==> src/rtl/shift_window_pkg.sv <==
// rtl/shift_window_pkg.sv - mode encodings and width helpers for shift_window
package shift_window_pkg;

    localparam logic [1:0] MODE_SHIFT  = 2'b00;
    localparam logic [1:0] MODE_LOAD   = 2'b01;
    localparam logic [1:0] MODE_ROTATE = 2'b10;
    localparam logic [1:0] MODE_HOLD   = 2'b11;

    localparam int DEF_WIDTH  = 8;
    localparam int DEF_LENGTH = 4;

    // Returns 0 for n <= 1, so callers must guarantee a non-zero result where a width is needed.
    function automatic int sw_clog2(input int n);
        int r;
        int v;
        r = 0;
        v = n - 1;
        while (v > 0) begin
            r = r + 1;
            v = v >> 1;
        end
        return r;
    endfunction

    function automatic int count_w(input int length);
        return sw_clog2(length + 1);
    endfunction

    function automatic int sum_w(input int width, input int length);
        return width + sw_clog2(length);
    endfunction

    localparam int DEF_COUNT_W = count_w(DEF_LENGTH);
    localparam int DEF_SUM_W   = sum_w(DEF_WIDTH, DEF_LENGTH);

endpackage

==> src/rtl/shift_window_acc.sv <==
// rtl/shift_window_acc.sv - running window-sum register (add newest, subtract evicted)
module shift_window_acc
    import shift_window_pkg::*;
#(
    parameter int WIDTH = DEF_WIDTH,
    parameter int SUM_W = DEF_SUM_W
) (
    input  logic             i_clk,
    input  logic             i_rst_n,
    input  logic             i_clr,
    input  logic             i_load,
    input  logic [SUM_W-1:0] i_load_val,
    input  logic             i_upd,
    input  logic [WIDTH-1:0] i_add,
    input  logic [WIDTH-1:0] i_sub,
    output logic [SUM_W-1:0] o_sum
);

    logic [SUM_W-1:0] sum_q;
    logic [SUM_W-1:0] sum_d;

    // The evicted word is always part of the current sum, so the subtraction never wraps.
    always_comb begin
        sum_d = sum_q;
        if (i_clr) begin
            sum_d = '0;
        end else if (i_load) begin
            sum_d = i_load_val;
        end else if (i_upd) begin
            sum_d = sum_q + SUM_W'(i_add) - SUM_W'(i_sub);
        end
    end

    always_ff @(posedge i_clk or negedge i_rst_n) begin
        if (!i_rst_n) begin
            sum_q <= '0;
        end else begin
            sum_q <= sum_d;
        end
    end

    assign o_sum = sum_q;

endmodule

==> src/rtl/shift_window.sv <==
// rtl/shift_window.sv - sample-window shift register; running sum built under SHIFT_WINDOW_SUM_EN
module shift_window
    import shift_window_pkg::*;
#(
    parameter int WIDTH  = DEF_WIDTH,
    parameter int LENGTH = DEF_LENGTH
) (
    input  logic                              i_clk,
    input  logic                              i_rst_n,
    input  logic                              i_en,
    input  logic                              i_clr,
    input  logic [1:0]                        i_mode,
    input  logic                              i_valid,
    input  logic [WIDTH-1:0]                  i_data,
    input  logic [WIDTH*LENGTH-1:0]           i_load,
    input  logic [sw_clog2(LENGTH)-1:0]       i_tap_sel,
    output logic [WIDTH-1:0]                  o_ser,
    output logic [WIDTH*LENGTH-1:0]           o_par,
    output logic [WIDTH-1:0]                  o_tap,
    output logic [count_w(LENGTH)-1:0]        o_count,
    output logic                              o_full,
    output logic                              o_valid,
    output logic [sum_w(WIDTH, LENGTH)-1:0]   o_sum
);

    localparam int TAP_W = sw_clog2(LENGTH);
    localparam int CNT_W = count_w(LENGTH);
    localparam int SUM_W = sum_w(WIDTH, LENGTH);
    localparam logic [CNT_W-1:0] CNT_FULL = CNT_W'(LENGTH);

    logic [WIDTH-1:0] stage_q [LENGTH];
    logic [WIDTH-1:0] stage_d [LENGTH];
    logic [CNT_W-1:0] count_q;
    logic [CNT_W-1:0] count_d;
    logic             valid_q;
    logic             valid_d;

    always_comb begin
        stage_d = stage_q;
        count_d = count_q;
        valid_d = 1'b0;
        if (i_en) begin
            if (i_clr) begin
                for (int k = 0; k < LENGTH; k++) begin
                    stage_d[k] = '0;
                end
                count_d = '0;
            end else begin
                case (i_mode)
                    MODE_SHIFT: begin
                        if (i_valid) begin
                            stage_d[0] = i_data;
                            for (int k = 1; k < LENGTH; k++) begin
                                stage_d[k] = stage_q[k-1];
                            end
                            if (count_q != CNT_FULL) begin
                                count_d = count_q + 1'b1;
                            end
                            valid_d = (count_d == CNT_FULL);
                        end
                    end
                    MODE_LOAD: begin
                        for (int k = 0; k < LENGTH; k++) begin
                            stage_d[k] = i_load[k*WIDTH +: WIDTH];
                        end
                        count_d = CNT_FULL;
                        valid_d = 1'b1;
                    end
                    MODE_ROTATE: begin
                        stage_d[0] = stage_q[LENGTH-1];
                        for (int k = 1; k < LENGTH; k++) begin
                            stage_d[k] = stage_q[k-1];
                        end
                        valid_d = (count_q == CNT_FULL);
                    end
                    default: begin
                    end
                endcase
            end
        end
    end

    always_ff @(posedge i_clk or negedge i_rst_n) begin
        if (!i_rst_n) begin
            for (int k = 0; k < LENGTH; k++) begin
                stage_q[k] <= '0;
            end
            count_q <= '0;
            valid_q <= 1'b0;
        end else begin
            stage_q <= stage_d;
            count_q <= count_d;
            valid_q <= valid_d;
        end
    end

    for (genvar g = 0; g < LENGTH; g++) begin : g_par
        assign o_par[g*WIDTH +: WIDTH] = stage_q[g];
    end

    // Decoded select rather than a direct index so out-of-range taps read zero.
    always_comb begin
        o_tap = '0;
        for (int k = 0; k < LENGTH; k++) begin
            if (TAP_W'(k) == i_tap_sel) begin
                o_tap = stage_q[k];
            end
        end
    end

    assign o_ser   = stage_q[LENGTH-1];
    assign o_count = count_q;
    assign o_full  = (count_q == CNT_FULL);
    assign o_valid = valid_q;

`ifdef SHIFT_WINDOW_SUM_EN
    logic [SUM_W-1:0] load_sum;
    logic             acc_clr;
    logic             acc_load;
    logic             acc_upd;

    always_comb begin
        load_sum = '0;
        for (int k = 0; k < LENGTH; k++) begin
            load_sum = load_sum + SUM_W'(i_load[k*WIDTH +: WIDTH]);
        end
    end

    assign acc_clr  = i_en & i_clr;
    assign acc_load = i_en & ~i_clr & (i_mode == MODE_LOAD);
    assign acc_upd  = i_en & ~i_clr & (i_mode == MODE_SHIFT) & i_valid;

    shift_window_acc #(
        .WIDTH (WIDTH),
        .SUM_W (SUM_W)
    ) u_acc (
        .i_clk      (i_clk),
        .i_rst_n    (i_rst_n),
        .i_clr      (acc_clr),
        .i_load     (acc_load),
        .i_load_val (load_sum),
        .i_upd      (acc_upd),
        .i_add      (i_data),
        .i_sub      (stage_q[LENGTH-1]),
        .o_sum      (o_sum)
    );
`else
    assign o_sum = '0;
`endif

endmodule

==> config.mk <==
export PLATFORM = sky130hd
export DESIGN_NAME = shift_window
export DESIGN_NICKNAME = d
export VERILOG_FILES = /design/src/rtl/shift_window_pkg.sv /design/src/rtl/shift_window_acc.sv /design/src/rtl/shift_window.sv
export SDC_FILE = /design/constraint.sdc
export NUM_CORES = 1
export LEC_CHECK = 0
export CAP_MARGIN = 20
export CELL_PAD_IN_SITES_DETAIL_PLACEMENT = 1
export CELL_PAD_IN_SITES_GLOBAL_PLACEMENT = 1
export CORE_MARGIN = 4
export CORE_UTILIZATION = 51
export CTS_CLUSTER_DIAMETER = 50
export DETAILED_ROUTE_END_ITERATION = 12
export DONT_BUFFER_PORTS = 1
export HOLD_SLACK_MARGIN = 0.15
export PLACE_DENSITY = 0.94
export SLEW_MARGIN = 10
export SYNTH_ARGS = -nofsm -noshare
export SYNTH_HDL_FRONTEND = slang
export SYNTH_SLANG_ARGS = --single-unit
==> constraint.sdc <==
create_clock -name i_clk -period 3.3 [get_ports i_clk]
set_clock_uncertainty 0.05 [all_clocks]
set_input_delay 0.33 -clock i_clk [delete_from_list [all_inputs] [get_ports i_clk]]
set_output_delay 0.33 -clock i_clk [all_outputs]
set_load 0.02 [all_outputs]
---- Yosys cells after proc, flatten, opt, wreduce, memory -nomap -nowiden ----
Cells that the tools add are included.
storage, ports and cells
  flip-flop bits (word level) ............. 36
  input port bits ......................... 49
  output and inout port bits .............. 63
cells by class
  add/sub/neg operators ................... 1
  equal/unequal tests ..................... 9
  multiplexer cells ....................... 19
  reduce and logical (&&, ||, !) cells .... 6
operators with widths
  cell                                                                    count
  32-bit case mux with 3 select lines                                     1
  32-bit 2-to-1 mux                                                       2
  8-bit 2-to-1 mux                                                        4
  3-bit 2-to-1 mux                                                        7
  3-bit equality test (second input constant)                             2
  3-bit inequality test (second input constant)                           2
  3-bit case mux with 2 select lines                                      1
  3-bit AND reduction                                                     2
  2-bit equality test (first input constant)                              2
  2-bit logical NOT                                                       2
  4-bit nonzero test                                                      1
  3-bit by 1-bit adder with 3-bit output (second input constant)          1
  1-bit 2-to-1 mux                                                        3
  1-bit case mux with 3 select lines                                      1
  3-bit nonzero test                                                      1
  1-bit by 2-bit equality test with 1-bit output (first input constant)   1
  2-bit by 1-bit equality test with 1-bit output (second input constant)  1
  2-bit equality test (second input constant)                             1

---- Longest topological paths before layout ----
Gate-level depths: netlist of the first run.
  depth after elaboration ................. 11
  mapped depth ............................ 8

---- Least setup slack after synthesis of the first run ----
OpenSTA, ideal clock, no wires.
  kind .................................... in2reg
  start ................................... in i_mode[1]
  end ..................................... reg stage_q, in the netlist o_par[12]
  library setup time ...................... 0.075 ns
  arrival ................................. 1.597 ns
  required time ........................... 3.175 ns
  path slack .............................. 1.578 ns
  stages on the path ...................... 7
  buffers on the path ..................... 2
  cells stage by stage .................... inv_1 -> ha_1 -> buf_6 -> or4_4 -> o211ai_4 -> buf_6 -> o2bb2ai_2
on the way
  cells in the longest elaborated chain, start to end .. 3
  elaborated cells on any way between the ends .. 8
  those cells by class .................... 3 x eq/ne; 2 x mux; 3 x reduce/logical
ends and longest elaborated chain
  element                                                      RTL line            RTL
  start, declared                                              shift_window.sv:12  input logic [1:0] i_mode,
  2-bit equality test (tied with other cells)                  shift_window.sv:49  case (i_mode)
  32-bit case mux with 3 select lines (tied with other cells)  shift_window.sv:49
  32-bit 2-to-1 mux or 3-bit AND reduction (tied branches)     n/a
  end signal, assigned                                         shift_window.sv:91  stage_q <= stage_d;
  end, declared                                                shift_window.sv:31  logic [WIDTH-1:0] stage_q [LENGTH];
Parallel ways exist; a longest one is shown, timed or not.
A chain may end at the register's enable or synchronous reset.

---- Final worst setup path of the first run ----
  start ................................... in i_mode[1]
  end ..................................... reg stage_q, in the netlist o_ser[6]
Same word-level chain as after synthesis.

==> results.cfg, run 1 <==
[outcome]
outcome = completed

[global_route]
maximum_number_of_pins_on_one_net_before_global_route_repair = 37
grt_first_pass_wirelength_um = 9850
grt_util_met3_pct = 6.99
antenna_found_initial = 0
gr-max-usage-layer = met2
grt.met1_usage_pct = 31.3
gr-usage-met2_pct = 36.4
grt.total_usage_pct = 23.2
overflow = 0
via_count_of_the_first_global_routing_pass = 1801

[clock_tree]
postCtsSetupRepairBufs = 0
tritoncts_num_sinks = 36
htree_levels = 2
clkTransAtPathRegs_ns = 0.08
cts_hold_buf = 3
tritoncts = done
cts_resized = 0
clock_insertion_delay_worst_skew_ns = 0.29
clock_tree.root_cell = sky130_fd_sc_hd__clkbuf_8
cts_buffers = 5
cts_buffer_depth = 2

[worst_hold_path]
hold-path-endpoint = o_count[2]
worstHoldPathCells = 2
hp-start = i_clr
min-delay-path-class = in -> reg

[routing]
routed_wire_length_per_instance_um = 27.1
wirelength_um = 6530
antenna_viol_nets_final = 0
drt_iter0_drc = 116
vias_per_cell = 7.11
drc = 0
detailedRoute.firstPassIterationCount = 4
vias = 1714

[timing]
grt_setup_unrepaired = no
setup_viol = 0
layout_setup_ws_ns = 1.23
layout_worst_path_cycle_share_pct = 62.8
report.final.slew_viol_count = 0
final-hold-violation-count = 0
worst_slew_pin_slew_ns = 0.950
fmax_mhz = 483
setup_total_negative_slack_ns = 0
min_period_ns = 2.07
timing.max_slew.rel_slack_pct = 36.6

[setup_path]
timing.critical_path.slowest_stage_cell = sky130_fd_sc_hd__ha_1
reg2reg_setup_slack_ns = 1.66
worstPathCellList = inv_1 > ha_1 > nand2b_1 > a22oi_1 > o2bb2ai_2
worst-path-stages = 5
critical_path.endpoint_type = register
critical-path-top-delay-family = adder cells
slowest_delay_ns = 0.65
crit_path_max_fo = 24
worstRegToRegCells = 4
worstSetupStartpointType = input pin
terminus_of_the_critical_flop_to_flop_path = o_valid
required_ns = 3.43
data_arrival_critical_path_ns = 2.20
worstSetupPathType = in -> reg
critPathBufInv = 1
reg2reg_from = o_count[0]

[placement]
placement.setup.worst_slack_ns = 0.937
globalplace.congestion = 0.740
io_buffer_count = 0
place_hpwl_um = 4590

[die]
design.core.area_mm2 = 0.00438
die-width_um = 75.4
die_y_um = 75.4
design.portCount = 112
std_cell_rows = 24
initial_cell_density_of_the_core_pct = 52.8
die_area_mm2 = 0.00568

[synth]
yosys.area.top_type = sky130_fd_sc_hd__dfrtp_1
post_synth_instance_area_mm2 = 0.00231
post_synth_cell_types = 39
number_of_flops_mapped_to_enable_cells_by_yosys = 0
synth.most_common_cell = sky130_fd_sc_hd__dfrtp_1
synth.top_cell.area_share_pct = 38.9
ys_seq_elements = 36
synth-warning-count = 0
list_of_most_frequent_post_synthesis_cells = 36 x sky130_fd_sc_hd__dfrtp_1, 32 x sky130_fd_sc_hd__a22oi_1, 18 x sky130_fd_sc_hd__buf_4
synth.top_cells.by_area = sky130_fd_sc_hd__dfrtp_1 39%, sky130_fd_sc_hd__a22oi_1 10%, sky130_fd_sc_hd__mux4_2 7.8%
seq_area_frac_synth_pct = 38.9
postSynth.topFlopCell = sky130_fd_sc_hd__dfrtp_1
synthesis.area_per_instance_um2 = 11.4
synthesis.instances = 203
ys_async_sr_fraction_pct = 100

[flow_run]
maxCapViolations = 0

[layout]
antenna-diode-count = 0
finish.net_count = 243
syn2layout_area_growth_pct = 1.51
share_of_post_route_cells_with_drive_strength_above_1_pct = 18.5

[power_and_ir_drop]
finalPower_mw = 1.16
vdd_ir_drop_max_uv = 296
power_density_mw_per_mm2 = 496
power.static_leakage_nw = 0.958
worst max path at each step:
stage,endpoint,startpoint,slack (ns)
floorplan,o_par[12],i_mode[1],1.58
global placement,o_par[14],i_mode[0],1.02
detailed placement,o_par[9],i_mode[1],0.94
CTS,o_par[9],i_mode[1],1.20
global route,o_par[17],i_mode[1],1.04
finish,o_ser[6],i_mode[1],1.23
routing by layer:
layer  wire length, um  vias to the layer above
li1                  -                      733
met1              2490                      875
met2              3300                       99
met3               652                        7
met4                88                        0
met5                 0                        -
per-stage QoR:
| step | cell area [um^2] | std cells | hold WS, ns | util (%) |
|---|---|---|---|---|
| after global routing | 2350 | 241 | 0.176 | 53.6 |
| after detailed placement | 2200 | 230 | -0.0149 | 50.2 |
| final | 2350 | 241 | 0.159 | 53.6 |
| after CTS | 2350 | 241 | 0.152 | 53.6 |
| after floorplan | 2350 | 212 | -0.0156 | - |
| after global placement | 2200 | 230 | -0.0147 | 50.2 |
cells in the final DEF (no fill, tap or decap), types with 2 or more instances in the layout:
cell type	n
sky130_fd_sc_hd__o2bb2ai_2	10
sky130_fd_sc_hd__o2bb2ai_1	15
sky130_fd_sc_hd__nor2_1	9
sky130_fd_sc_hd__a22oi_1	32
sky130_fd_sc_hd__a22o_1	8
sky130_fd_sc_hd__inv_1	6
sky130_fd_sc_hd__dfrtp_1	36
sky130_fd_sc_hd__dlygate4sd3_1	2
sky130_fd_sc_hd__ha_1	6
sky130_fd_sc_hd__a21oi_1	9
sky130_fd_sc_hd__clkbuf_8	5
sky130_fd_sc_hd__nand2b_1	2
sky130_fd_sc_hd__nand2_1	2
sky130_fd_sc_hd__or2_2	2
sky130_fd_sc_hd__mux4_2	8
sky130_fd_sc_hd__buf_4	2
sky130_fd_sc_hd__conb_1	10
sky130_fd_sc_hd__a31oi_1	2
cell families after synthesis:
kind of cell | synth area share, %
multiplexers | 8.70
AO/OA/AOI/OAI | 32.5
AND/OR/NAND/NOR | 4.86
buffers and inverters | 11.2
XOR/XNOR | 0.378
adder cells (fa/ha/maj) | 3.24
other | 0.162
flip-flops | 38.9
worst reg2reg max path, cell delays in order, from the launching register on:
cell,delay [ns]
sky130_fd_sc_hd__dfrtp_1,0.53
sky130_fd_sc_hd__inv_1,0.15
sky130_fd_sc_hd__ha_1,0.33
sky130_fd_sc_hd__a311o_1,0.28
sky130_fd_sc_hd__o31ai_1,0.22
cell type report:
| class | count | area [um^2] |
|---|---|---|
| well taps | 52 | 65.1 |
| repair buffers | 5 | 55.1 |
| flip-flops and latches | 36 | 901 |
| multi-input cells | 134 | 1200 |
| clock buffers | 6 | 72.6 |
| inverters | 6 | 22.5 |
| fillers | 473 | 2030 |
| clock inverters | 2 | 35.0 |
flip-flops by register name, summed over array words and instances, names as in the netlist:
| name | cells |
|---|---|
| o_count | 3 |
| o_valid | 1 |
| o_par | 24 |
| o_ser | 8 |
where the power goes:
part	total, mW	internal (mW)	switching, mW
registers	0.560	0.470	0.0899
clock network	0.387	0.224	0.163
logic	0.217	0.0843	0.133
total	1.16	0.779	0.386
(Power assumes the default switching activity.)
==> run 2: changes to the inputs <==
CORE_UTILIZATION = 47   (was 51)
PLACE_DENSITY = 0.88   (was 0.94)
clock period = 1.95 ns   (was 3.3 ns; I/O delays follow)
==> results.cfg, run 2 (synthesized netlist as in run 1, its figures left out) <==
[routing]
antenna_viol_nets_final = 0
wirelength_um = 7170
routed_wire_length_per_instance_um = 24.2
vias = 1899
vias_per_cell = 6.42
drt_iter0_drc = 148
drc = 0
detailedRoute.firstPassIterationCount = 4

[clock_tree]
cts_buffer_depth = 2
clock_insertion_delay_worst_skew_ns = 0.29
postCtsSetupRepairBufs = 0
clock_tree.root_cell = sky130_fd_sc_hd__clkbuf_8
cts_buffers = 5
tritoncts = done
htree_levels = 2
tritoncts_num_sinks = 36
clkTransAtPathRegs_ns = 0.07

[layout]
layout.core_utilization_pct = 57.9
antenna-diode-count = 0
top_library_cells_by_usage_in_the_layout_fill_and_taps_aside = 34 x sky130_fd_sc_hd__dfrtp_1, 32 x sky130_fd_sc_hd__a22oi_1, 29 x sky130_fd_sc_hd__dlygate4sd3_1, 15 x sky130_fd_sc_hd__o2bb2ai_1, 13 x sky130_fd_sc_hd__buf_4
largest_reg_flops = 24
finish.net_count = 283
mostFrequentLayoutCell = sky130_fd_sc_hd__dfrtp_1
syn2layout_area_growth_pct = 19.0
share_of_post_route_cells_with_drive_strength_above_1_pct = 23.1

[global_route]
via_count_of_the_first_global_routing_pass = 2062
antenna_found_initial = 0
grt.total_usage_pct = 23.8
overflow = 0
grt_first_pass_wirelength_um = 11300
maximum_number_of_pins_on_one_net_before_global_route_repair = 37

[timing]
setup_total_negative_slack_ns = 0
report.final.slew_viol_count = 0
final-hold-violation-count = 0
layout_worst_path_cycle_share_pct = 94.6
min_period_ns = 1.84
grt_setup_unrepaired = no
setup_viol = 0
layout_setup_ws_ns = 0.106
fmax_mhz = 542

[die]
initial_cell_density_of_the_core_pct = 48.7
design.portCount = 112
die_area_mm2 = 0.00611
design.core.area_mm2 = 0.00475
die_y_um = 78.2
die-width_um = 78.2
std_cell_rows = 25

[setup_path]
critical_path.endpoint_type = register
worstSetupStartpointType = register
crit_path_max_fo = 4
worstSetupPathType = reg -> reg
required_ns = 2.13
data_arrival_critical_path_ns = 2.02

[power_and_ir_drop]
power.clock.fraction_pct = 28.2
comb_power_share_pct = 24.5
power.static_leakage_nw = 1.13
power_switching_mw = 0.671
sw_frac_of_total_pct = 34.2
p_seq_share_pct = 47.3
vdd_ir_drop_max_uv = 339
power_density_mw_per_mm2 = 713
internal_power_mw = 1.29

[outcome]
outcome = completed

[flow_run]
maxCapViolations = 0

[placement]
placement.setup.worst_slack_ns = 0.274
globalplace.congestion = 0.792
place_hpwl_um = 4640
io_buffer_count = 0

[worst_hold_path]
min-delay-path-class = in -> reg
## run 2: cell count changes in the layout (fill, tap and decap cells not counted)
cell                            change
sky130_fd_sc_hd__clkbuf_8           +1
sky130_fd_sc_hd__dlygate4sd3_1     +27
sky130_fd_sc_hd__ha_2               +2
sky130_fd_sc_hd__bufinv_16          -1
sky130_fd_sc_hd__buf_4             +11
sky130_fd_sc_hd__clkinv_2           -1
sky130_fd_sc_hd__clkinvlp_4         +1
sky130_fd_sc_hd__ha_1               -2
sky130_fd_sc_hd__dfrtp_1            -2
sky130_fd_sc_hd__dfrtp_2            +2
sky130_fd_sc_hd__inv_2              +1
sky130_fd_sc_hd__inv_1              -1
sky130_fd_sc_hd__buf_12             +2
## run 2: layout make-up
| class | count | area [um^2] |
|---|---|---|
| Fill cell | 497 | 2000 |
| Tap cell | 67 | 83.8 |
| Sequential cell | 36 | 903 |
| Clock buffer | 7 | 86.3 |
| Timing Repair Buffer | 45 | 448 |
| Inverter | 6 | 22.5 |
| Clock inverter | 1 | 7.51 |
| Multi-Input combinational cell | 134 | 1200 |
## run 2: power groups by stage
| stage | Combinational [mW] | Sequential (mW) | Clock (mW) |
|---|---|---|---|
| 5_1_grt | 0.526 | 0.937 | 0.597 |
| 3_3_place_gp | 0.387 | 0.938 | 0 |
| 4_1_cts | 0.472 | 0.926 | 0.569 |
| 2_1_floorplan | 0.338 | 0.924 | 0 |
| 3_5_place_dp | 0.399 | 0.941 | 0 |
| 6_report | 0.481 | 0.930 | 0.553 |
## run 2: metrics by stage
stage	power, mW	cells	hold WS, ns	area, um^2
after global routing	2.06	296	0.162	2760
final	1.96	296	0.163	2760
after detailed placement	1.34	258	-0.149	2340
after CTS	1.97	296	0.155	2750
after floorplan	1.26	212	-0.151	2350
after global placement	1.33	258	-0.149	2340
## run 2: final timing paths
kind / slack (ns) / endpoint / cells past startpoint / from
setup reg to reg: 0.11 / o_count[2] / 6 / o_count[0]
max in group asynchronous: 1.34 / o_count[0] / 2 / i_rst_n
min in group asynchronous: 0.32 / o_par[11] / 2 / i_rst_n
setup / recovery: 0.11 / o_count[2] / 6 / o_count[0]
hold / removal: 0.16 / o_valid / 2 / i_en
hold reg to reg: 0.50 / o_ser[7] / 1 / o_ser[7]
## run 2: critical path, stage by stage (launching register included)
cell and delay (ns):
sky130_fd_sc_hd__dfrtp_2 0.49, sky130_fd_sc_hd__inv_2 0.11, sky130_fd_sc_hd__ha_2 0.19, sky130_fd_sc_hd__inv_1 0.05, sky130_fd_sc_hd__a41o_1 0.17, sky130_fd_sc_hd__a21oi_1 0.15, sky130_fd_sc_hd__dlygate4sd3_1 0.56
## run 2: layer usage
layer / vias to the layer above / GRT usage [%] / wire (um)
met4: 0 / 4.02 / 34
met3: 4 / 5.62 / 507
met2: 93 / 43.2 / 3910
li1: 819 / - / -
met1: 983 / 29.1 / 2710
met5: - / 0 / 0
## run 2: repair_timing
action	CTS	global route
endpoints found under the hold margin	65	0
hold buffers	30	0
gates resized for setup	0	5
setup endpoints to repair	0	1
